--- src/rtl/spram_word_port.sv ---
// spram_word_port: splits CPU byte/halfword/word load-store requests into single-byte SPRAM accesses
module spram_word_port #(
    parameter int ADDR_WIDTH = 17
) (
    input  logic                  clk,
    input  logic                  resetn,
    input  logic                  req_valid,
    output logic                  req_ready,
    input  logic                  req_write,
    input  logic [1:0]            req_size,
    input  logic                  req_signed,
    input  logic [ADDR_WIDTH-1:0] req_addr,
    input  logic [31:0]           req_wdata,
    output logic                  resp_valid,
    output logic [31:0]           resp_rdata,
    output logic                  ram_wen,
    output logic [ADDR_WIDTH-1:0] ram_addr,
    output logic [7:0]            ram_wdata,
    input  logic [7:0]            ram_rdata
);
    typedef enum logic [2:0] {IDLE, WR, RD_ADDR, RD_DATA, RESP} state_t;
    state_t      state, state_nx;
    logic [1:0]  idx, last, nidx;
    logic        sgn, last_byte;
    logic [31:0] wdat, rbuf, merged, extended;
    assign nidx       = idx + 2'd1;
    assign last_byte  = idx == last;
    assign req_ready  = state == IDLE;
    assign resp_valid = state == RESP;
    assign ram_wen    = state == WR;
    // next-state decode; RD_DATA loops back to RD_ADDR until the final byte
    always_comb begin
        state_nx = state;
        case (state)
            IDLE:    if (req_valid) state_nx = req_write ? WR : RD_ADDR;
            WR:      if (last_byte) state_nx = RESP;
            RD_ADDR: state_nx = RD_DATA;
            RD_DATA: state_nx = last_byte ? RESP : RD_ADDR;
            default: state_nx = IDLE;
        endcase
    end
    // insert the incoming read byte and apply zero/sign extension by size
    always_comb begin
        merged = rbuf;
        merged[{idx, 3'b000} +: 8] = ram_rdata;
        extended = last == 2'd0 ? {{24{sgn & merged[7]}}, merged[7:0]} :
                   last == 2'd1 ? {{16{sgn & merged[15]}}, merged[15:0]} : merged;
    end
    // state, request latch and registered SPRAM address/data; ram_addr stays put through RD_DATA
    always_ff @(posedge clk or negedge resetn) begin
        if (!resetn) begin
            state      <= IDLE;
            idx        <= 2'd0;
            last       <= 2'd0;
            sgn        <= 1'b0;
            wdat       <= 32'd0;
            rbuf       <= 32'd0;
            resp_rdata <= 32'd0;
            ram_addr   <= '0;
            ram_wdata  <= 8'd0;
        end else begin
            state <= state_nx;
            case (state)
                IDLE: if (req_valid) begin
                    idx       <= 2'd0;
                    last      <= req_size == 2'd0 ? 2'd0 : req_size == 2'd1 ? 2'd1 : 2'd3;
                    sgn       <= req_signed;
                    wdat      <= req_wdata;
                    rbuf      <= 32'd0;
                    ram_addr  <= req_addr;
                    ram_wdata <= req_wdata[7:0];
                end
                WR: if (!last_byte) begin
                    idx       <= nidx;
                    ram_addr  <= ram_addr + 1'b1;
                    ram_wdata <= wdat[{nidx, 3'b000} +: 8];
                end
                RD_DATA: begin
                    rbuf <= merged;
                    if (last_byte) resp_rdata <= extended;
                    else begin
                        idx      <= nidx;
                        ram_addr <= ram_addr + 1'b1;
                    end
                end
                default: ;
            endcase
        end
    end
endmodule
--- config.mk ---
export PLATFORM = sky130hd
export DESIGN_NAME = spram_word_port
export DESIGN_NICKNAME = d
export VERILOG_FILES = /design/src/rtl/spram_word_port.sv
export SDC_FILE = /design/constraint.sdc
export NUM_CORES = 1
export LEC_CHECK = 0
export CAP_MARGIN = 20
export CORE_MARGIN = 4
export CORE_UTILIZATION = 47
export DETAILED_ROUTE_END_ITERATION = 10
export PLACE_DENSITY_LB_ADDON = 0.2
export SLEW_MARGIN = 25
export SYNTH_ARGS = -nofsm -noshare
export SYNTH_HDL_FRONTEND = slang
export SYNTH_SLANG_ARGS = --single-unit
--- constraint.sdc ---
create_clock -name clk -period 2.8 [get_ports clk]
set_clock_uncertainty 0.05 [all_clocks]
set_input_delay 0.42 -clock clk [delete_from_list [all_inputs] [get_ports clk]]
set_output_delay 0.42 -clock clk [all_outputs]
set_load 0.05 [all_outputs]
==> flow_summary.toml, run 1 <==
[grt]
antenna_found_initial = 0
grt_max_degree = 78
grt_pass1_wl_mm = 28.2
globalRouteTotalUtil_pct = 22.0
overflow = 0
grt_pass1_vias = 5528

[placement]
gp_congestion = 0.831
dpl_cell_area_um2 = 7900
dpl.hpwl_mm = 11.7
placedCellCount = 925
io_buffers = 123

[floorplan]
core-area_um2 = 13400
dieHeight_um = 126
die_w_um = 126
dieArea_um2 = 15800
io_pins = 124
row_count = 42
start_util_pct = 48.6

[setup_path]
cp.required_ns = 2.33
critPathMaxStageDelay_ns = 0.84
crit_chain = "nor3b_1, clkdlybuf4s50_1"
path_buf_inv = 1
path_class = "flop to output pin"
critPathLaunchType = "flop"
worstPathMaxFanout = 12
cp.arrival_ns = 2.07
endpoint_kind = "output pin"
crit_path_top_delay_cell = "clkdlybuf4s50_1"
path_delay_family = "buffers and inverters"

[routing]
drtIter0Drc = 404
vias = 5460
final_antenna_net_count = 0
wl_per_cell_um = 17.7
via_per_inst = 5.70
drc = 0
drt-total-wl_mm = 17.0
drt_first_pass_iters = 5

[finish]
nets = 839
antennaDiodeCount = 0
instances_no_fill = 958
areaGrowthSynthToFinish_pct = 30.5
final_area_um2 = 8500
fin_util_pct = 63.4
drive_gt1_share_pct = 11.1

[timing]
finalSetupViolCount = 0
slew_headroom_pct = 35.0
rsz0062_at_grt = "false"
worst_slew_pin_slew_ns = 0.975
hold_viol = 0
finalCriticalPeriod_ns = 2.54
finalCritPeriodShare_pct = 90.7
maxSlewViolCount = 0
tns_ns = 0
max_freq_mhz = 394

[logic_synthesis]
synth_nets = 722
yosysMostFrequentCell = "nand2_1"
ys_seq_area_share_pct = 49.6
synth_cell_type_count = 63
synth.top_cells.by_count = "160 x nand2_1, 129 x dfrtp_1, 46 x nor2_1, 44 x o21ai_0, 23 x buf_2"
avgSynthCellArea_um2 = 9.99
yosys.area.top_type_share_pct = 49.6
syn_inst = 652
syn-cell-area_um2 = 6510
yosysWarningCount = 0
ys_ff_latch = 129
synth_ff_type = "dfrtp_1"
synth-edff-count = 0
synth_top_cell_by_area = "dfrtp_1"
synthArstFlopShare_pct = 100
yosys-top-cells-area = "dfrtp_1 50%, nand2_1 9.2%, o21ai_0 3.4%"

[pwr]
switching_share_pct = 44.8
p_sw_mw = 5.10
power_frac_seq_pct = 29.0
ir_worst_vdd_v = 0.000787
power.density_nw_per_um2 = 1340
clock_power_share_pct = 19.5
share_comb_of_total_power_pct = 51.6
total_power_mw = 11.4
power.leakage_nw = 3.73
p_int_mw = 6.29

[clock_network]
cts_tree = "done"
clkTransAtPathRegs_ns = 0.05
clkSinkCount = 129
cts_made_buffers = 17
clock_path_buffers = 2
clk_latency_ns = 0.41
cts.htree.levels = 4
root_buffer = "clkbuf_16"

[outcome]
run_status = "completed"

[job]
cap_violations = 0

[min_path]
worstHoldPathType = "primary input to async pin"
## registers in the layout, indices dropped and copies added (netlist names)
name and cells:
ram_wdata 8, resp_rdata 32, ram_addr 17, state 3, last 2, idx 2
rbuf 32, sgn 1, wdat 32
## routing by layer
| layer | part of all wire (%) | GRT usage (%) | up-vias |
|---|---|---|---|
| li1 | - | - | 2561 |
| met1 | 44 | 29.6 | 2688 |
| met2 | 49 | 36.0 | 190 |
| met3 | 5.5 | 5.00 | 21 |
| met4 | 1.6 | 6.12 | 0 |
| met5 | 0 | 0 | - |
## path summary, 6_finish.rpt
| check | slack [ns] | from | depth (start not counted) | end |
|---|---|---|---|---|
| min in group clk | 0.42 | rbuf[23] | 2 | rbuf[23] |
| setup / recovery | 0.26 | state[0] | 2 | resp_valid |
| max in group asynchronous | 1.58 | resetn | 3 | ram_addr[11] |
| hold reg to reg | 0.42 | rbuf[23] | 2 | rbuf[23] |
| hold / removal | 0.34 | resetn | 2 | resp_rdata[28] |
| setup reg to reg | 0.38 | idx[1] | 6 | resp_rdata[17] |
## logic make-up (layout without fill, tap and decap cells)
| logic type | after synthesis | count (layout) | synth area share [%] |
|---|---|---|---|
| AO/OA/AOI/OAI | 145 | 145 | 15.9 |
| XOR/XNOR | 4 | 4 | 0.653 |
| buffers and inverters | 56 | 186 | 4.23 |
| multiplexers | 34 | 34 | 7.51 |
| AND/OR/NAND/NOR | 278 | 278 | 21.0 |
| adder cells (fa/ha/maj) | 6 | 6 | 1.15 |
| flip-flops | 129 | 129 | 49.6 |
## metrics by stage
| step | setup WS [ns] | hold slack, ns |
|---|---|---|
| after global placement | 0.270 | 0.218 |
| final | 0.260 | 0.341 |
| after CTS | 0.233 | 0.339 |
| after floorplan | 0.0149 | 0.0744 |
| after global routing | 0.166 | 0.333 |
| after detailed placement | 0.171 | 0.217 |
## power by group through the flow
stage | logic, mW | registers, mW | clock network (mW)
2_1_floorplan | 2.79 | 4.55 | 0
3_3_place_gp | 5.77 | 3.26 | 0
3_5_place_dp | 5.87 | 3.32 | 0
4_1_cts | 5.91 | 3.30 | 2.25
5_1_grt | 6.30 | 3.41 | 2.35
6_report | 5.87 | 3.30 | 2.22
## layout by cell type (no fill, tap or decap), drive strengths merged, types with 4 or more instances in the layout
cell type	netlist	routed
nand2	160	160
dfrtp	129	129
clkdlybuf4s50	0	121
nor2	46	46
o21ai	45	45
clkbuf	16	21
buf	28	20
mux2	18	18
a21oi	16	16
nor2b	14	14
inv	12	12
a221oi	11	11
a22o	10	10
nor3b	9	9
a22oi	8	8
mux2i	8	8
o22a	8	8
mux4	8	8
nor3	8	8
nand3	7	7
and3	7	7
a32oi	7	7
a211oi	7	7
clkinv	0	7
ha	6	6
a31oi	5	5
and4	4	4
a311oi	4	4
o32a	4	4
nand2b	4	4
## final cells by class
class / instances / area (um^2)
clock buffers: 21 / 460
clock inverters: 11 / 136
multi-input cells: 467 / 3020
well taps: 176 / 220
fillers: 1102 / 4900
repair buffers: 142 / 1400
flip-flops and latches: 129 / 3230
inverters: 12 / 45.0
## repair_timing
item	in CTS	in global routing
gates resized for setup	0	0
setup buffers	0	0
hold buffers	1	0
endpoints found under the hold margin	9	0
## worst reg2reg max path, stage by stage, from the launching register on
cell and delay, ns:
dfrtp_1 0.46, inv_1 0.14, ha_1 0.49, nand4bb_1 0.42, o32ai_1 0.43, a211oi_1 0.13, o21ai_0 0.22
Power figures use the tool's default switching activity.
==> run 2, diff against run 1 <==
--- a/config.mk
+++ b/config.mk
@@ -7,7 +7,7 @@
 export LEC_CHECK = 0
 export CAP_MARGIN = 20
 export CORE_MARGIN = 4
-export CORE_UTILIZATION = 47
+export CORE_UTILIZATION = 57
 export DETAILED_ROUTE_END_ITERATION = 10
 export PLACE_DENSITY_LB_ADDON = 0.2
 export SLEW_MARGIN = 25
==> constraint.sdc (replaced) <==
create_clock -name clk -period 3.2 [get_ports clk]
set_clock_uncertainty 0.05 [all_clocks]
set_input_delay 0.48 -clock clk [delete_from_list [all_inputs] [get_ports clk]]
set_output_delay 0.48 -clock clk [all_outputs]
set_load 0.05 [all_outputs]
==> flow_summary.toml, run 2 (same netlist as run 1, synthesis figures left out) <==
[setup_path]
critPathMaxStageDelay_ns = 0.85
crit_path_top_delay_cell = "clkdlybuf4s50_1"
critPathLaunchType = "flop"
path_buf_inv = 1
endpoint_kind = "output pin"
path_delay_family = "buffers and inverters"
crit_chain = "nor3b_1, clkdlybuf4s50_1"
cp.arrival_ns = 2.09
path_class = "flop to output pin"
cp.required_ns = 2.67
worstPathMaxFanout = 10

[clock_network]
post_cts_buffers = 0
cts_tree = "done"
root_buffer = "clkbuf_16"
cts_made_buffers = 17
ctsHoldBuffers = 0
clkTransAtPathRegs_ns = 0.05
clk_latency_ns = 0.42
clock_path_buffers = 2
cts_resized = 0
cts.htree.levels = 4
clkSinkCount = 129

[min_path]
worstHoldPathType = "primary input to async pin"

[grt]
grt_pass1_vias = 5756
overflow = 0
grt_pass1_wl_mm = 28.2
globalRouteTotalUtil_pct = 27.3
antenna_found_initial = 0
grt_max_degree = 76

[pwr]
power.leakage_nw = 3.68
total_power_mw = 9.75
power.density_nw_per_um2 = 1170
ir_worst_vdd_v = 0.000750

[timing]
finalSetupViolCount = 0
rsz0062_at_grt = "false"
finalCriticalPeriod_ns = 2.62
maxSlewViolCount = 0
slew_headroom_pct = 31.3
hold_viol = 0
max_freq_mhz = 381
finalCritPeriodShare_pct = 82.0
worst_slew_pin_slew_ns = 1.03
tns_ns = 0

[routing]
drt_first_pass_iters = 5
vias = 5523
via_per_inst = 6.04
drtIter0Drc = 569
wl_per_cell_um = 18.7
final_antenna_net_count = 0
drc = 0
drt-total-wl_mm = 17.1

[floorplan]
dieHeight_um = 115
row_count = 38
start_util_pct = 59.1
dieArea_um2 = 13200
die_w_um = 115
core-area_um2 = 11000
io_pins = 124

[placement]
dpl.hpwl_mm = 11.5
gp_congestion = 0.813
io_buffers = 123

[job]
cap_violations = 0

[outcome]
run_status = "completed"

[finish]
drive_gt1_share_pct = 10.5
areaGrowthSynthToFinish_pct = 28.2
antennaDiodeCount = 0
final_common_cell = "nand2_1"
layout_common_cells = "160 x nand2_1, 129 x dfrtp_1, 121 x clkdlybuf4s50_1, 46 x nor2_1, 44 x o21ai_0"
reg_top3 = "rbuf: 32 flops, resp_rdata: 32 flops, wdat: 32 flops"
nets = 834
## run 2: final cells by class
type | count | area, um^2
flip-flops and latches | 129 | 3230
multi-input cells | 467 | 3020
fillers | 765 | 2680
repair buffers | 137 | 1340
clock buffers | 24 | 512
well taps | 140 | 175
inverters | 12 | 45.0
clock inverters | 5 | 28.8
## run 2: worst reg2reg max path: stages, from the launching register on
cell       delay [ns]
dfrtp_1          0.47
inv_1            0.15
ha_1             0.41
nand4bb_4        0.29
a2111oi_4        0.57
nand2b_2         0.36
o22a_1           0.19
## run 2: path summary, 6_finish.rpt
path / startpoint / endpoint / slack (ns) / depth (start not counted)
hold reg to reg: rbuf[28] / rbuf[28] / 0.42 / 2
setup reg to reg: idx[1] / resp_rdata[12] / 0.66 / 6
min in group clk: rbuf[28] / rbuf[28] / 0.42 / 2
setup / recovery: state[2] / resp_valid / 0.58 / 2
hold / removal: resetn / resp_rdata[5] / 0.06 / 1
max in group asynchronous: resetn / ram_addr[11] / 2.19 / 2
## run 2: per-stage QoR
step                      worst slack [ns]  instance area, um^2  hold slack [ns]  instances  utilization [%]
after floorplan                      0.415                 6510            0.134        652                -
final                                0.577                 8350           0.0572        914             75.7
after global placement               0.650                 7810            0.399        885             70.8
after global routing                 0.496                 8350            0.104        914             75.7
after detailed placement             0.649                 7810            0.404        885             70.8
after CTS                            0.570                 8350           0.0822        914             75.7
## run 2: layer usage
| metal | track usage [%] | wire length [um] | vias up |
|---|---|---|---|
| met5 | 0 | 0 | - |
| met4 | 12.4 | 447 | 0 |
| met3 | 6.05 | 1090 | 42 |
| met2 | 45.0 | 8560 | 244 |
| met1 | 34.5 | 6990 | 2692 |
| li1 | - | - | 2545 |
## run 2: power by group
part	switching, mW	internal [mW]	leakage [nW]	total [mW]
clock network	0.670	1.09	0.274	1.76
registers	0.569	2.31	1.62	2.88
logic	3.21	1.89	1.79	5.10
total	4.45	5.29	3.68	9.75
==> run 3, diff against run 2 <==
--- a/config.mk
+++ b/config.mk
@@ -7,7 +7,7 @@
 export LEC_CHECK = 0
 export CAP_MARGIN = 20
 export CORE_MARGIN = 4
-export CORE_UTILIZATION = 57
+export CORE_UTILIZATION = 47
 export DETAILED_ROUTE_END_ITERATION = 10
 export PLACE_DENSITY_LB_ADDON = 0.2
 export SLEW_MARGIN = 25
==> constraint.sdc (replaced) <==
create_clock -name clk -period 2.1 [get_ports clk]
set_clock_uncertainty 0.05 [all_clocks]
set_input_delay 0.315 -clock clk [delete_from_list [all_inputs] [get_ports clk]]
set_output_delay 0.315 -clock clk [all_outputs]
set_load 0.05 [all_outputs]
==> flow_summary.toml, run 3 (same netlist as run 1, synthesis figures left out) <==
[finish]
layout_common_cells = "160 x nand2_1, 127 x dfrtp_1, 111 x clkdlybuf4s50_1, 49 x buf_4, 46 x nor2_1"
areaGrowthSynthToFinish_pct = 36.4
fin_util_pct = 66.3
final_common_cell = "nand2_1"
nets = 874
reg_top3 = "rbuf: 32 flops, resp_rdata: 32 flops, wdat: 32 flops"
fillers = 1049
final_area_um2 = 8880
drive_gt1_share_pct = 16.8
instances_no_fill = 992
antennaDiodeCount = 0

[clock_network]
clock_path_buffers = 2
clk_latency_ns = 0.41
cts.htree.levels = 4
clkSinkCount = 129
clkTransAtPathRegs_ns = 0.06
cts_made_buffers = 17
cts_tree = "done"
root_buffer = "clkbuf_16"

[setup_path]
path_class = "flop to flop"
reg2reg_from = "idx[0]"
cp.required_ns = 2.34
cp.arrival_ns = 2.29
crit_start = "idx[0]"
crit_chain = "buf_4, ha_1, buf_4, and4b_2, a32oi_2, nor2_1, o22a_1"
cpMostUsedCell = "buf_4"
rrSetupSlack_ns = 0.05
critPathMaxStageDelay_ns = 0.46
r2r-end = "resp_rdata[14]"
worstPathMaxFanout = 7
crit_path_top_delay_cell = "dfrtp_2"
ff2ff_path_depth = 7
critPathLaunchType = "flop"
endpoint_kind = "flop"

[routing]
vias = 5609
drc = 0
drtIter0Drc = 346
drt_first_pass_iters = 5
drt-total-wl_mm = 17.5
via_per_inst = 5.65
final_antenna_net_count = 0
wl_per_cell_um = 17.7

[floorplan]
row_count = 42
core-area_um2 = 13400
dieHeight_um = 126
io_pins = 124
die_w_um = 126
dieArea_um2 = 15800
start_util_pct = 48.6

[min_path]
hp-start = "req_wdata[9]"
hold_end = "wdat[9]"
hold_depth = 3
worstHoldPathType = "primary input to flop"

[timing]
maxSlewViolCount = 0
setup_ws_ns = 0.0523
finalCritPeriodShare_pct = 97.5
worst_slew_pin_slew_ns = 0.587
slew_headroom_pct = 60.7
finalCriticalPeriod_ns = 2.05
finalSetupViolCount = 0
hold_viol = 0
max_freq_mhz = 488

[placement]
io_buffers = 123
dpl.hpwl_mm = 12.2
gp_congestion = 0.852
dpl_cell_area_um2 = 8250
dp_slack_ns = -0.0253
placedCellCount = 959

[pwr]
power.density_nw_per_um2 = 1790
power.leakage_nw = 3.95
ir_worst_vdd_v = 0.00116
total_power_mw = 15.9

[outcome]
run_status = "completed"

[grt]
overflow = 0
grt_pass1_vias = 5783
antenna_found_initial = 0
globalRouteTotalUtil_pct = 22.6
grt_pass1_wl_mm = 29.2
grt_max_degree = 67

[job]
cap_violations = 0
## run 3: cell count changes in the layout (fill, tap and decap cells not counted), moves of 3 or more
cell | before | now
a32oi_2 | 0 | 3
dlygate4sd2_1 | 0 | 7
a32oi_1 | 7 | 4
o21ai_1 | 0 | 3
buf_12 | 1 | 8
buf_4 | 15 | 49
clkdlybuf4s50_1 | 121 | 111
o21ai_0 | 44 | 41
## run 3: routing by layer
layer	track usage (%)	up-vias	share of wire [%]
li1	-	2630	-
met1	29.9	2738	43
met2	37.4	216	49
met3	5.00	25	6.0
met4	6.95	0	1.5
met5	0	-	0
## run 3: area by class of cell
type,instances,area [um^2],area share [%]
Clock buffer,21,480,5.41
Inverter,12,52.6,0.592
Timing Repair Buffer,177,1720,19.4
Tap cell,176,220,2.48
Multi-Input combinational cell,467,3070,34.5
Sequential cell,129,3230,36.4
Clock inverter,10,109,1.23
## run 3: repair_timing
action / CTS / global route
resized for setup: 8 / 9
setup endpoints to repair: 16 / 25
setup buffers: 0 / 1
hold endpoints to repair: 129 / 0
hold buffers: 1 / 0
pin swaps: 0 / 3
## run 3: metrics by stage
stage               setup TNS [ns]  hold slack, ns
floorplan                    -4.94         -0.0306
global placement                 0           0.315
detailed placement          -0.158           0.323
CTS                              0           0.358
global route               -0.0182           0.381
finish                           0           0.378
## run 3: worst max-delay path by stage
| stage | end | slack, ns | depth (start not counted) |
|---|---|---|---|
| 2_1_floorplan | resp_rdata[27] | -0.24 | 10 |
| 3_3_place_gp | resp_rdata[18] | 0.01 | 6 |
| 3_5_place_dp | resp_rdata[23] | -0.03 | 6 |
| 4_1_cts | ram_wdata[5] | 0.007 | 4 |
| 5_1_grt | resp_rdata[14] | -0.02 | 7 |
| 6_report | resp_rdata[14] | 0.05 | 7 |
## run 3: worst max-delay path: cells and delay by family, from the launching register on
kind	cells	cell delay (ns)
flip-flops	1	0.46
AO/OA/AOI/OAI	2	0.46
AND/OR/NAND/NOR	2	0.39
buffers and inverters	2	0.32
adder cells (fa/ha/maj)	1	0.25
## run 3: report_power, final
part           switching, mW  internal, mW  total [mW]
combinational           5.09          3.48        8.57
sequential             0.866          3.53        4.39
clock                   1.06          1.86        2.92
==> edit (flow settings as in run 1) <==
Re-encode `state_t` (5 states) as one-hot, 5 bits wide.
--- a/src/rtl/spram_word_port.sv
+++ b/src/rtl/spram_word_port.sv
@@ -18,7 +18,7 @@
     output logic [7:0]            ram_wdata,
     input  logic [7:0]            ram_rdata
 );
-    typedef enum logic [2:0] {IDLE, WR, RD_ADDR, RD_DATA, RESP} state_t;
+    typedef enum logic [4:0] {IDLE = 5'b00001, WR = 5'b00010, RD_ADDR = 5'b00100, RD_DATA = 5'b01000, RESP = 5'b10000} state_t;
     state_t      state, state_nx;
     logic [1:0]  idx, last, nidx;
     logic        sgn, last_byte;
Formal check against the unedited RTL: same outputs for any inputs over 4 cycles, from zero or initial values and one cycle with resetn low; so few cycles prove little.
==> edit against run 1 <==
  * Sequential cell count rose by 2
  * Synthesized cell count rose by 0.61%
  * Critical path depth rose by 1
  * Core utilization rose by 1.6 points
  * Worst setup slack improved by 0.040 ns
  * Sequential share of layout area rose by 1.5 points
  * Global-route usage rose by 0.65 points
  * Clock power rose by 6%
  * Power fell by 7.5%
  * Wire length fell by 4.0%
  * Design area fell by 2.2%
  * Via count fell by 2.1%
  * Area after synthesis fell by 4.8%
  * Critical path type unchanged
  * Largest power group unchanged
==> edit: results (changes against run 1) <==
Seq power: 0.00315 W (-5%)
Met1 Routed Length: 7110 um (-4.6%)
Post-synth cell types: 45 (-29%)
Fraction of layout cells with a size suffix above 1: 0.0878 (-0.0234)
Crit path from: state[1]$_DFFE_PN0P_
RR Endpoint: resp_rdata[31]$_DFFE_PN0P_
Largest net degree at the start of global routing: 41 (-47%)
FF-to-FF Start: idx[0]$_DFFE_PN0P_
WP data arrival: 2.03 ns (-0.04 ns)
Largest cells by area after synthesis: dfrtp_1 52%, nand2_1 9.6%, a21oi_1 4.5%, nor2b_1 4.1%, o21ai_0 3.5%
Pwr/cell area: 1270 nW/um^2 (-5.4%)
H-tree Lvls: 4 (unchanged)
Top post-synthesis cells by count: 159 x nand2_1, 130 x dfrtp_1, 56 x a21oi_1, 43 x o21ai_0, 41 x nor2b_1
Min-delay worst type: reg2reg
WL per Instance: 16.8 um (-5.0%)
Post-layout net count: 854 (+1.8%)
Post-DP HPWL: 11200 um (-3.8%)
GPL Wtd Cong: 0.852 (+2.5%)
Worst Reg2Reg Path Length in Cells: 7 (+1)
IR drop worst, VDD: 682 uV (-13%)
Switching pwr: 0.00456 W (-11%)
Residual DRC: 0 (unchanged)
Vias in the first global route: 5363 (-3.0%)
Metal3 WL: 1170 um (+25%)
Synth Area in XOR/XNOR: 0.00424 (-0.00230)
Seq/Total Area, Yosys: 0.529 (+0.0331)
GRT Overall Usage: 0.227 (+0.00655)
1st-iter DRT viols: 422 (+4.5%)
Post-synthesis mux area share: 0.0484 (-0.0267)
R2r setup slk: 0.41 ns (+0.03 ns)
Status: finished clean
Relative slew slack: 0.487 (+0.138)
Met2 wire length: 7720 um (-7.3%)
Filler cells: 1029 (-6.6%)
Syn Nets: 726 (+0.55%)
Max FO, Critical Path: 6 (-6)
Top layer in use: met4
Total leakage power: 3.65 nW (-2.2%)
CP Capture Point: resp_valid
Clock power frac: 0.224 (+0.029)
First-pass GRT wire length: 26500 um (-6.3%)
Synth Area in Adders: 0.0121 (+0.000576)
Synth Area in Compound Gates: 0.160 (+0.000695)
Vias per cell: 5.52 (-3.2%)
edit: changes by cell type after synthesis, sizes merged, moves of 11 or more:
| cell | change |
|---|---|
| a21oi | +40 |
| a221oi | -11 |
| mux2 | -18 |
| a2bb2oi | +12 |
| nor2b | +27 |
| clkbuf | +12 |
| buf | -20 |
edit: area by class of cell:
type	count	area [um^2]	area share
clock inverters	9	153	0.0184
clock buffers	23	478	0.0575
inverters	7	26.3	0.00316
multi-input cells	482	2770	0.333
flip-flops and latches	131	3280	0.395
repair buffers	145	1400	0.168
well taps	172	215	0.0259
edit: worst max-delay path: stages, from the launching register on:
cell and delay (ns):
dfrtp_1 0.43, or3_1 0.40, nor3b_1 0.22, dlygate4sd2_1 0.56
edit: per-stage QoR:
step	instances	cell area, um^2	hold slack [ns]	worst slack, ns
after global placement	936	7660	0.371	0.407
after floorplan	656	6200	0.0744	0.380
final	969	8310	0.418	0.299
after detailed placement	936	7660	0.373	0.234
after CTS	969	8300	0.423	0.0380
after global routing	969	8310	0.445	0.218
edit: how the worst min path moves through the flow:
stage	endpoint	slack, ns	cells past startpoint
floorplan	idx[0]$_DFFE_PN0P_	0.07	0
global placement	resp_rdata[24]$_DFFE_PN0P_	0.37	1
detailed placement	resp_rdata[24]$_DFFE_PN0P_	0.37	1
CTS	wdat[24]$_DFFE_PN0P_	0.42	2
global route	wdat[30]$_DFFE_PN0P_	0.45	2
finish	wdat[30]$_DFFE_PN0P_	0.42	2
edit: layer usage:
metal | track usage | vias up
met5 | 0 | -
met4 | 0.0854 | 0
met3 | 0.0590 | 30
met2 | 0.356 | 184
met1 | 0.303 | 2595
li1 | - | 2536
edit: repair_timing:
item	in CTS	in global routing
endpoints found under the setup margin	1	4
hold buffers	1	0
setup buffers	0	0
endpoints found under the hold margin	33	0
gates resized for setup	1	3
